File: config.mk
export PLATFORM = sky130hd
export DESIGN_NAME = nibble_serial_adder_flat
export DESIGN_NICKNAME = d
export VERILOG_FILES = /design/src/rtl/nibble_serial_adder_if.sv /design/src/rtl/nibble_serial_adder.sv /design/src/flat_wrapper.sv
export SDC_FILE = /design/constraint.sdc
export NUM_CORES = 1
export LEC_CHECK = 0
export CAP_MARGIN = 20
export CORE_MARGIN = 2
export CORE_UTILIZATION = 51
export DETAILED_ROUTE_END_ITERATION = 10
export GPL_TIMING_DRIVEN = 1
export PLACE_DENSITY = 0.82
export REMOVE_ABC_BUFFERS = 1
export SYNTH_ARGS = -nofsm -noshare
export SYNTH_HDL_FRONTEND = slang
export SYNTH_SLANG_ARGS = --single-unit
File: constraint.sdc
create_clock -name clk -period 2.55 [get_ports clk]
set_clock_uncertainty 0.2 [all_clocks]
set_input_delay 0.51 -clock clk [delete_from_list [all_inputs] [get_ports clk]]
set_output_delay 0.51 -clock clk [all_outputs]
set_load 0.02 [all_outputs]
File: src/rtl/nibble_serial_adder_if.sv
// Operand/result bus of the nibble-serial adder.
// Optional port ovf exists only when SERIAL_ADD_OVF_EN is defined.
interface nibble_serial_adder_if #(
    parameter int WIDTH = 16
);
    // Valid/ready: a transfer happens on a rising edge where valid && ready.
    // The producer keeps its payload stable while valid is high and ready is
    // low. The consumer may change ready at any time.
    logic             in_valid;
    logic             in_ready;
    logic [WIDTH-1:0] a;
    logic [WIDTH-1:0] b;
    logic             cin;
    logic             out_valid;
    logic             out_ready;
    logic [WIDTH-1:0] sum;
    logic             cout;
`ifdef SERIAL_ADD_OVF_EN
    logic             ovf;
`endif

    modport master (
        output in_valid, a, b, cin, out_ready,
        input  in_ready, out_valid, sum, cout
`ifdef SERIAL_ADD_OVF_EN
        , input ovf
`endif
    );

    modport slave (
        input  in_valid, a, b, cin, out_ready,
        output in_ready, out_valid, sum, cout
`ifdef SERIAL_ADD_OVF_EN
        , output ovf
`endif
    );
endinterface

File: src/rtl/nibble_serial_adder.sv
// WIDTH-bit adder that reuses one 4-bit full-adder slice, one nibble per clock, LSB first.
// Define SERIAL_ADD_OVF_EN to add the registered signed-overflow output ovf.
module nibble_serial_adder #(
    parameter int WIDTH = 16
) (
    input  logic                   clk,
    input  logic                   rst_n,
    nibble_serial_adder_if.slave   bus,
    output logic [1:0]             dbg_state
);
    localparam int NIB = WIDTH / 4;
    localparam int CW  = (NIB > 1) ? $clog2(NIB) : 1;
    localparam logic [CW-1:0] LAST = CW'(NIB - 1);

    typedef enum logic [1:0] {
        IDLE = 2'd0,
        RUN  = 2'd1,
        DONE = 2'd2
    } state_t;

    state_t           state;
    logic [WIDTH-1:0] a_sh;
    logic [WIDTH-1:0] b_sh;
    logic [WIDTH-1:0] acc;
    logic             carry;
    logic [CW-1:0]    cnt;
    logic [WIDTH-1:0] sum_q;
    logic             cout_q;
`ifdef SERIAL_ADD_OVF_EN
    logic             ovf_q;
`endif

    // Returns {carry into bit 3, carry out of bit 3, 4-bit sum}.
    function automatic logic [5:0] slice4(input logic [3:0] x, input logic [3:0] y,
                                          input logic ci);
        logic [4:0] c;
        logic [3:0] s;
        c    = '0;
        s    = '0;
        c[0] = ci;
        for (int i = 0; i < 4; i++) begin
            s[i]   = x[i] ^ y[i] ^ c[i];
            c[i+1] = (x[i] & y[i]) | (c[i] & (x[i] ^ y[i]));
        end
        return {c[3], c[4], s};
    endfunction

    logic [5:0]       slice;
    logic [3:0]       slice_s;
    logic             slice_co;
    logic             slice_c3;
    logic [WIDTH-1:0] acc_nxt;

    always_comb begin
        slice    = slice4(a_sh[3:0], b_sh[3:0], carry);
        slice_s  = slice[3:0];
        slice_co = slice[4];
        slice_c3 = slice[5];
        // New nibble enters at the top; after NIB shifts acc holds the full sum.
        acc_nxt  = (acc >> 4) | (WIDTH'(slice_s) << (WIDTH - 4));
    end

    always_ff @(posedge clk or negedge rst_n) begin
        if (!rst_n) begin
            state  <= IDLE;
            a_sh   <= '0;
            b_sh   <= '0;
            acc    <= '0;
            carry  <= 1'b0;
            cnt    <= '0;
            sum_q  <= '0;
            cout_q <= 1'b0;
`ifdef SERIAL_ADD_OVF_EN
            ovf_q  <= 1'b0;
`endif
        end else begin
            case (state)
                IDLE: begin
                    if (bus.in_valid) begin
                        a_sh  <= bus.a;
                        b_sh  <= bus.b;
                        carry <= bus.cin;
                        cnt   <= '0;
                        state <= RUN;
                    end
                end
                RUN: begin
                    a_sh  <= a_sh >> 4;
                    b_sh  <= b_sh >> 4;
                    acc   <= acc_nxt;
                    carry <= slice_co;
                    cnt   <= cnt + CW'(1);
                    if (cnt == LAST) begin
                        sum_q  <= acc_nxt;
                        cout_q <= slice_co;
`ifdef SERIAL_ADD_OVF_EN
                        ovf_q  <= slice_c3 ^ slice_co;
`endif
                        state  <= DONE;
                    end
                end
                DONE: begin
                    if (bus.out_ready) state <= IDLE;
                end
                default: state <= IDLE;
            endcase
        end
    end

    assign bus.in_ready  = (state == IDLE);
    assign bus.out_valid = (state == DONE);
    assign bus.sum       = sum_q;
    assign bus.cout      = cout_q;
`ifdef SERIAL_ADD_OVF_EN
    assign bus.ovf       = ovf_q;
`else
    // Carry into the MSB only feeds the optional overflow flag.
    logic unused_c3;
    assign unused_c3 = slice_c3;
`endif
    assign dbg_state     = state;
endmodule

File: src/flat_wrapper.sv
// flat-port wrapper written by rule: the top's interface ports become plain ports
module nibble_serial_adder_flat 
#(
    parameter int WIDTH = 16
)
  (clk, rst_n, dbg_state, bus_in_valid, bus_a, bus_b, bus_cin, bus_out_ready, bus_in_ready, bus_out_valid, bus_sum, bus_cout);
  nibble_serial_adder_if #(.WIDTH(WIDTH)) bus_i ();
  input  logic clk;
  input  logic rst_n;
  output logic [1:0] dbg_state;
  input wire logic [$bits(bus_i.in_valid)-1:0] bus_in_valid;
  input wire logic [$bits(bus_i.a)-1:0] bus_a;
  input wire logic [$bits(bus_i.b)-1:0] bus_b;
  input wire logic [$bits(bus_i.cin)-1:0] bus_cin;
  input wire logic [$bits(bus_i.out_ready)-1:0] bus_out_ready;
  output wire logic [$bits(bus_i.in_ready)-1:0] bus_in_ready;
  output wire logic [$bits(bus_i.out_valid)-1:0] bus_out_valid;
  output wire logic [$bits(bus_i.sum)-1:0] bus_sum;
  output wire logic [$bits(bus_i.cout)-1:0] bus_cout;
  assign bus_i.in_valid = bus_in_valid;
  assign bus_i.a = bus_a;
  assign bus_i.b = bus_b;
  assign bus_i.cin = bus_cin;
  assign bus_i.out_ready = bus_out_ready;
  assign bus_in_ready = bus_i.in_ready;
  assign bus_out_valid = bus_i.out_valid;
  assign bus_sum = bus_i.sum;
  assign bus_cout = bus_i.cout;
  nibble_serial_adder #(.WIDTH(WIDTH)) u_core (.clk(clk), .rst_n(rst_n), .bus(bus_i), .dbg_state(dbg_state));
endmodule
After elaboration in Yosys (flattened, before gate mapping)
Cells that the tools add are included.
Word-level totals
  flip-flop bits (word level): 70
  bits of input ports: 37
  output and inout port bits: 21
  logic and storage cells: 53
Cells by class
  $add $sub $neg: 1
  eq/ne operators: 6
  mux-type cells: 12
  bitwise logic cells: 21
  reduce and logical (&&, ||, !) cells: 5
Operator list (count)
  case mux 16 bit (2 select lines): 2
  two-way mux 16 bit: 2
  OR 12 x 16 -> 16 bit: 1
  bitwise AND 1 bit: 8
  two-way mux 2 bit: 4
  XOR 1 bit: 8
  case mux 2 bit (3 select lines): 1
  == test 2 bit (second input constant): 2
  inequality test 2 bit (second input constant): 2
  OR 1 bit: 4
  case mux 2 bit (2 select lines): 1
  AND reduction 2 bit: 2
  AND reduction 3 bit: 1
  adder 2 x 1 -> 2 bit (second input constant): 1
  == test 2 x 1 -> 1 bit (second input constant): 1
  zero test 2 bit: 1
  inequality test 2 x 1 -> 1 bit (second input constant): 1
  case mux 1 bit (2 select lines): 1
  nonzero test 2 bit: 1
  two-way mux 1 bit: 1

Longest topological paths before layout
Gate-level depths: netlist (run 1).
  depth in word-level cells: 10
  depth in mapped cells: 8

Worst setup path before layout (run 1)
OpenSTA, ideal clock, no wires.
  path kind: register to register
  start point: register u_core.carry
  end point: register u_core.acc[15]
  library setup time: 0.083 ns
  arrival time: 2.009 ns
  data required time: 2.267 ns
  slack: 0.258 ns
  stages on the path, launching flop included: 9
  buffers on the path: 0
  cells stage by stage: dfrtp_1 > fa_1 > inv_1 > fa_1 > inv_1 > fa_1 > inv_1 > fa_1 > o21ai_0
Between the ends
  longest elaborated chain between the ends: 8
Ends and longest elaborated chain
  start: declaration: RTL line nibble_serial_adder.sv:25  | logic carry;
  start signal: assignment: RTL line nibble_serial_adder.sv:82  | carry <= bus.cin;
  start signal: assignment: RTL line nibble_serial_adder.sv:91  | carry <= slice_co;
  bitwise AND 1 bit: RTL line nibble_serial_adder.sv:43  | c[i+1] = (x[i] & y[i]) | (c[i] & (x[i] ^ y[i]));
  OR 1 bit: RTL line nibble_serial_adder.sv:43
  bitwise AND 1 bit: RTL line nibble_serial_adder.sv:43
  OR 1 bit: RTL line nibble_serial_adder.sv:43
  bitwise AND 1 bit: RTL line nibble_serial_adder.sv:43
  OR 1 bit: RTL line nibble_serial_adder.sv:43
  XOR 1 bit: RTL line nibble_serial_adder.sv:42  | s[i] = x[i] ^ y[i] ^ c[i];
  OR 12 x 16 -> 16 bit: RTL line nibble_serial_adder.sv:60  | acc_nxt = (acc >> 4) | (WIDTH'(slice_s) << (WIDTH - 4));
  end signal: assignment: RTL line nibble_serial_adder.sv:90  | acc <= acc_nxt;
  end: declaration: RTL line nibble_serial_adder.sv:24  | logic [WIDTH-1:0] acc;
No other way between the ends.
A chain may end at the register's enable or synchronous reset.

Worst setup path in the final report (run 1)
  start point: register u_core.state[0], in the netlist u_core.dbg_state[0]
  end point: output port bus_out_valid
Between the ends
  longest elaborated chain between the ends: 1
Ends and longest elaborated chain
  start: declaration: RTL line nibble_serial_adder.sv:21  | state_t state;
  start signal: assignment: RTL line nibble_serial_adder.sv:65  | state <= IDLE;
  start signal: assignment: RTL line nibble_serial_adder.sv:84  | state <= RUN;
  start signal: assignment: RTL line nibble_serial_adder.sv:99  | state <= DONE;
  == test 2 bit: RTL line nibble_serial_adder.sv:111  | assign bus.out_valid = (state == DONE);
  end: declaration: RTL line flat_wrapper.sv:17  | output wire logic [$bits(bus_i.out_valid)-1:0] bus_out_valid;
No other way between the ends.

==> metrics, run 1 <==
gpl congestion 0.787; largest net degree at the start of global routing 41; nets@finish 380; RSZ-0062 raised after global routing false; area leader, netlist dfrtp_1; Longest Clk Path Bufs 2; # clock sinks 66; Final Routed Wirelength about 6600 um; Synth Warn # 0; antenna violations before repair 0; Slew @ Worst Pin roughly 0.6 ns; setup slack, reg-to-reg between 0.1 and 0.15 ns; setup TNS 0 ns; Placed Instances 398; mapped cell area 2930 um2; Worst setup EP type output port; Bufs and invs on worst path 1; antenna cells 0; maximum vdd drop 0.000553 V; final non-filler cell total 414; Max Clk Rate 408 MHz; Routed WL per cell 15.9 um; post-synthesis cell type count 26; Final ANT Viol Nets 0; layout cells sized above 1 between 10 and 15%; top_reg_cell synth dfrtp_1; status finished clean; Vias 2301; Worst-Skew Late Latency 0.34 ns; Area growth syn-to-layout 29.9%; Fill cells 412; HPWL after DPL 4600 um; Startpoint Class register; MaxCap Viol Count 0; Initial Utilization 53.1%; GR Util All Layers 23.3%; drt pass-1 iters 4; Final setup viols 0; clock root buffer clkbuf_8; core area 5510 um2; chip height about 80 um; Hold Path Class reg -> reg; Static Leak approximately 1.7 nW; Setup Fix Bufs, Post-CTS 0; Slowest-stage cell, CP clkdlybuf4s50_1; Yosys top cell area share between 50% and 60%; Synth Instances around 280; top post-synthesis cells by count 66 x dfrtp_1, 45 x nand2_1, 22 x o21ai_0; DRC violations left 0; pwr dens 1340 nW/um2; ys async rst share 100%; delay of the slowest cell on the worst path 0.64 ns; Tot Pwr 5.09 mW; CP arrival 1.74 ns; register bit count reported by yosys 66; DIE WIDTH about 80 um; full die area around 6400 um2; CTS tree done; period utilization about 96%; fin util 69.0%; Crit path max-delay family buffers and inverters; count leader, synth dfrtp_1; worst path required time 1.84 ns; fin. max-slew vios 0; Setup CP Type reg -> out; Iter 0 DRT Violations 100; CTS buffer count 9; final-report hold violation count 0; Final Critical Period between 2 and 2.5 ns; crit-path max FO 7; IO Count 58; grt total ovfl 0; critical-path cell list nor2_1, clkdlybuf4s50_1; syn_area_per_cell 10.6 um2; Worst-path clk slew 0.07 ns; relative slew slack approximately 60%; first-pass GRT wire length 11100 um; Post-synth EDFFs 0; IO Port Bufs 57; H-tree levels 3; synth top area cells dfrtp_1 56%, nand2_1 5.8%, mux2_2 5.4%, o22ai_1 4.5%, o32ai_1 4.5%; Rows 27; vias in the first global route 2342; Seq/Total Area, Yosys 56.5%; DR vias/cell 5.56
-- report_power, final --
part	switching [mW]	internal (mW)
Sequential	0.360	1.56
Clock	0.376	0.525
Combinational	1.23	1.05
Total	1.96	3.13
-- worst min-delay path: stages (launching register included) --
cell     delay, ns
dfrtp_1       0.34
nand2_1       0.05
nand2_1       0.06
-- per-layer routing --
metal  GRT usage (%)  share of wire (%)  vias to the layer above  wire length, um
li1                -                  -                     1102                -
met1            29.6                 43                     1117             2810
met2            38.1                 50                       70             3290
met3            6.11                5.1                       12              337
met4            9.66                2.0                        0              131
met5               0                  0                        -                0
-- what timing repair did --
item,in CTS,in global routing
hold buffers,1,0
resized for setup,1,1
setup endpoints to repair,1,1
endpoints found under the hold margin,26,0
-- flip-flops by register name (all words and copies together) (netlist names) --
signal and flops:
u_core.bus.cout 1, u_core.a_sh 16, u_core.dbg_state 2, u_core.b_sh 16, u_core.carry 1, u_core.cnt 2
u_core.bus.sum 16, u_core.acc 12
-- cells by family (layout without fill, tap and decap cells) --
family / count (synthesis) / in the layout / share of synthesized area, %
AO/OA/AOI/OAI: 66 / 66 / 15.1
adder cells (fa/ha/maj): 5 / 5 / 3.17
buffers and inverters: 32 / 98 / 5.73
flip-flops: 66 / 66 / 56.5
multiplexers: 14 / 14 / 5.39
AND/OR/NAND/NOR: 93 / 93 / 14.2
-- cell usage in the layout (no fill, tap or decap), drive strengths merged, types with 3 or more instances in the layout --
cell	instances
o21ai	24
o22ai	21
o32ai	15
o221a	3
fa	4
nor2	18
inv	9
mux2	14
clkbuf	13
buf	17
clkdlybuf4s50	56
nand2	45
nor3	21
dfrtp	66
nand3b	4
-- cell type report --
class | instances | area [um2] | share of cell area [%]
clock buffer | 13 | 169 | 4.44
clock inverter | 2 | 35.0 | 0.922
inverter | 9 | 33.8 | 0.889
multi-input combinational | 178 | 1110 | 29.3
sequential | 66 | 1650 | 43.4
tap | 72 | 90.1 | 2.37
timing repair buffer | 74 | 708 | 18.6
-- worst paths after layout --
kind	start	end	depth (start not counted)
max in group asynchronous	rst_n	u_core.b_sh[2]	3
min in group asynchronous	rst_n	u_core.bus.sum[5]	2
setup / recovery	u_core.dbg_state[0]	bus_out_valid	2
hold reg to reg	u_core.acc[7]	u_core.acc[7]	2
hold / removal	u_core.acc[7]	u_core.acc[7]	2
setup reg to reg	u_core.carry	u_core.bus.sum[15]	8
-- through the flow --
stage	hold WS [ns]	area [um2]	worst slack (ns)
floorplan	0.0144	2790	-0.193
global placement	0.256	3580	0.204
detailed placement	0.263	3580	0.140
CTS	0.281	3800	0.0691
global route	0.299	3800	0.00735
finish	0.278	3800	0.0989
Note: power is estimated with default switching activity, not from simulation.
==> inputs of run 2 (changes only) <==
Settings changed: ABC_CLOCK_PERIOD_IN_PS set to 2550, PLACE_DENSITY 0.82 to 0.88.
==> metrics, run 2 (synthesis results as in run 1) <==
IO Count 58 (unchanged); Static Leak 1.66 nW (was 1.67 nW); setup TNS 0 ns (unchanged); CP Depth 2 (unchanged); Vias 2402 (was 2301); final instance area 3770 um2 (was 3800 um2); CP arrival 1.76 ns (was 1.74 ns); crit-path max FO 8 (was 7); chip height 79.7 um (unchanged); Area growth syn-to-layout 29.0% (was 29.9%); full die area 6360 um2 (unchanged); Initial Utilization 53.1% (unchanged); worst path required time 1.84 ns (about the same); Final ANT Viol Nets 0 (unchanged); Placed Instances 396 (was 398); Iter 0 DRT Violations 182 (was 100); GR Util All Layers 22.4% (was 23.3%); status finished clean (unchanged); DR vias/cell 5.82 (was 5.56); DRC violations left 0 (unchanged); MaxCap Viol Count 0 (unchanged); maximum vdd drop 0.000560 V (was 0.000553 V); drt pass-1 iters 4 (unchanged); final-report hold violation count 0 (unchanged); fin. max-slew vios 0 (unchanged); Bufs and invs on worst path 1 (unchanged); Setup Fix Bufs, Post-CTS 0 (unchanged); commonest non-fill, non-tap cell in the layout dfrtp_1 (unchanged); Worst-path clk slew 0.06 ns (was 0.07 ns); delay of the slowest cell on the worst path 0.65 ns (was 0.64 ns); Setup CP Type reg -> out (unchanged); Worst-Skew Late Latency 0.34 ns (about the same); Slew @ Worst Pin 0.495 ns (was 0.600 ns); Longest Clk Path Bufs 2 (unchanged); HPWL after DPL 4450 um (was 4600 um); R2R Path End u_core.bus.sum[15] (unchanged); layout cells sized above 1 13.2% (was 14.0%); worst setup path end bus_in_ready (was bus_out_valid); Final Critical Period 2.47 ns (was 2.45 ns); Crit path max-delay family buffers and inverters (unchanged); vias in the first global route 2323 (was 2342); nets@finish 378 (was 380); RSZ-0062 raised after global routing false (unchanged); IO Port Bufs 57 (unchanged); grt total ovfl 0 (unchanged); relative slew slack 66.9% (was 60.0%); # clock sinks 66 (unchanged); Worst setup EP type output port (unchanged); final non-filler cell total 413 (was 414); Hold Path Class reg -> reg (unchanged); Final setup viols 0 (unchanged); Crit Reg-Reg Startpoint u_core.carry (unchanged); Slowest-stage cell, CP clkdlybuf4s50_1 (unchanged); period utilization 96.8% (was 96.1%); Area after DPL 3560 um2 (was 3580 um2); largest net degree at the start of global routing 40 (was 41); H-tree levels 3 (unchanged); Max Clk Rate 405 MHz (was 408 MHz); setup slack, reg-to-reg 0.14 ns (was 0.13 ns); Fill cells 396 (was 412); antenna violations before repair 0 (unchanged); Final Routed Wirelength 6570 um (about the same); DIE WIDTH 79.7 um (unchanged); antenna cells 0 (unchanged); CTS buffer count 9 (unchanged); clock root buffer clkbuf_8 (unchanged); CTS tree done (unchanged); gpl congestion 0.818 (was 0.787); pwr dens 1340 nW/um2 (about the same); Startpoint Class register (unchanged); commonest non-fill, non-tap cells in the layout 66 x dfrtp_1, 56 x clkdlybuf4s50_1, 45 x nand2_1, 22 x o21ai_0 (unchanged); Routed WL per cell 15.9 um (about the same); critical-path cell list nor2_2, clkdlybuf4s50_1 (was nor2_1, clkdlybuf4s50_1); worst setup path start u_core.dbg_state[0] (unchanged); Rows 27 (unchanged); core area 5510 um2 (unchanged); first-pass GRT wire length 10800 um (was 11100 um); Reg2Reg Depth 8 (unchanged)
-- run 2: power breakdown --
part,total [mW],switching (mW),internal (mW)
combinational,2.26,1.23,1.03
clock,0.870,0.366,0.505
sequential,1.93,0.372,1.56
-- run 2: routing by layer --
metal  global-route usage (%)  vias to the layer above  wire (um)
li1                         -                     1102          -
met1                     28.1                     1160       2780
met2                     35.3                      120       3120
met3                     5.66                       20        474
met4                     13.2                        0        191
met5                        0                        -          0
-- run 2: repair_timing --
item / in CTS / in global routing
hold buffers: 1 / 0
resized for setup: 1 / 0
endpoints found under the hold margin: 5 / 0
setup endpoints to repair: 1 / 0
-- run 2: per-stage QoR --
stage | worst slack, ns | power [mW] | hold slack, ns | utilization, %
2_1_floorplan | -0.193 | 3.25 | 0.0144 | -
3_3_place_gp | 0.205 | 4.05 | 0.154 | 64.7
3_5_place_dp | 0.145 | 4.18 | 0.159 | 64.7
4_1_cts | 0.0753 | 5.08 | 0.276 | 68.6
5_1_grt | 0.00780 | 5.43 | 0.316 | 68.6
6_report | 0.0827 | 5.05 | 0.275 | 68.6
-- run 2: tightest hold or removal path, cell delays in order (launching register included) --
cell and delay (ns):
dfrtp_1 0.34, nand2_1 0.05, nand2_1 0.05
-- run 2: how the worst min path moves through the flow --
| stage | cells past startpoint | from | slack [ns] | endpoint |
|---|---|---|---|---|
| 6_report | 2 | u_core.acc[4] | 0.27 | u_core.acc[4] |
| 5_1_grt | 1 | u_core.bus.sum[7] | 0.32 | u_core.bus.sum[7] |
| 4_1_cts | 2 | u_core.acc[4] | 0.28 | u_core.acc[4] |
| 3_5_place_dp | 1 | rst_n | 0.16 | u_core.bus.sum[4] |
| 3_3_place_gp | 1 | rst_n | 0.15 | u_core.bus.sum[4] |
| 2_1_floorplan | 0 | rst_n | 0.01 | u_core.a_sh[0] |
-- run 2: final cells by class --
type                            count  area (um2)  share of cell area (%)
Tap cell                           72        90.1                    2.39
Multi-Input combinational cell    178        1110                    29.4
Timing Repair Buffer               72         693                    18.4
Inverter                            9        33.8                   0.895
Clock inverter                      2        35.0                   0.928
Sequential cell                    66        1650                    43.8
Clock buffer                       14         163                    4.31
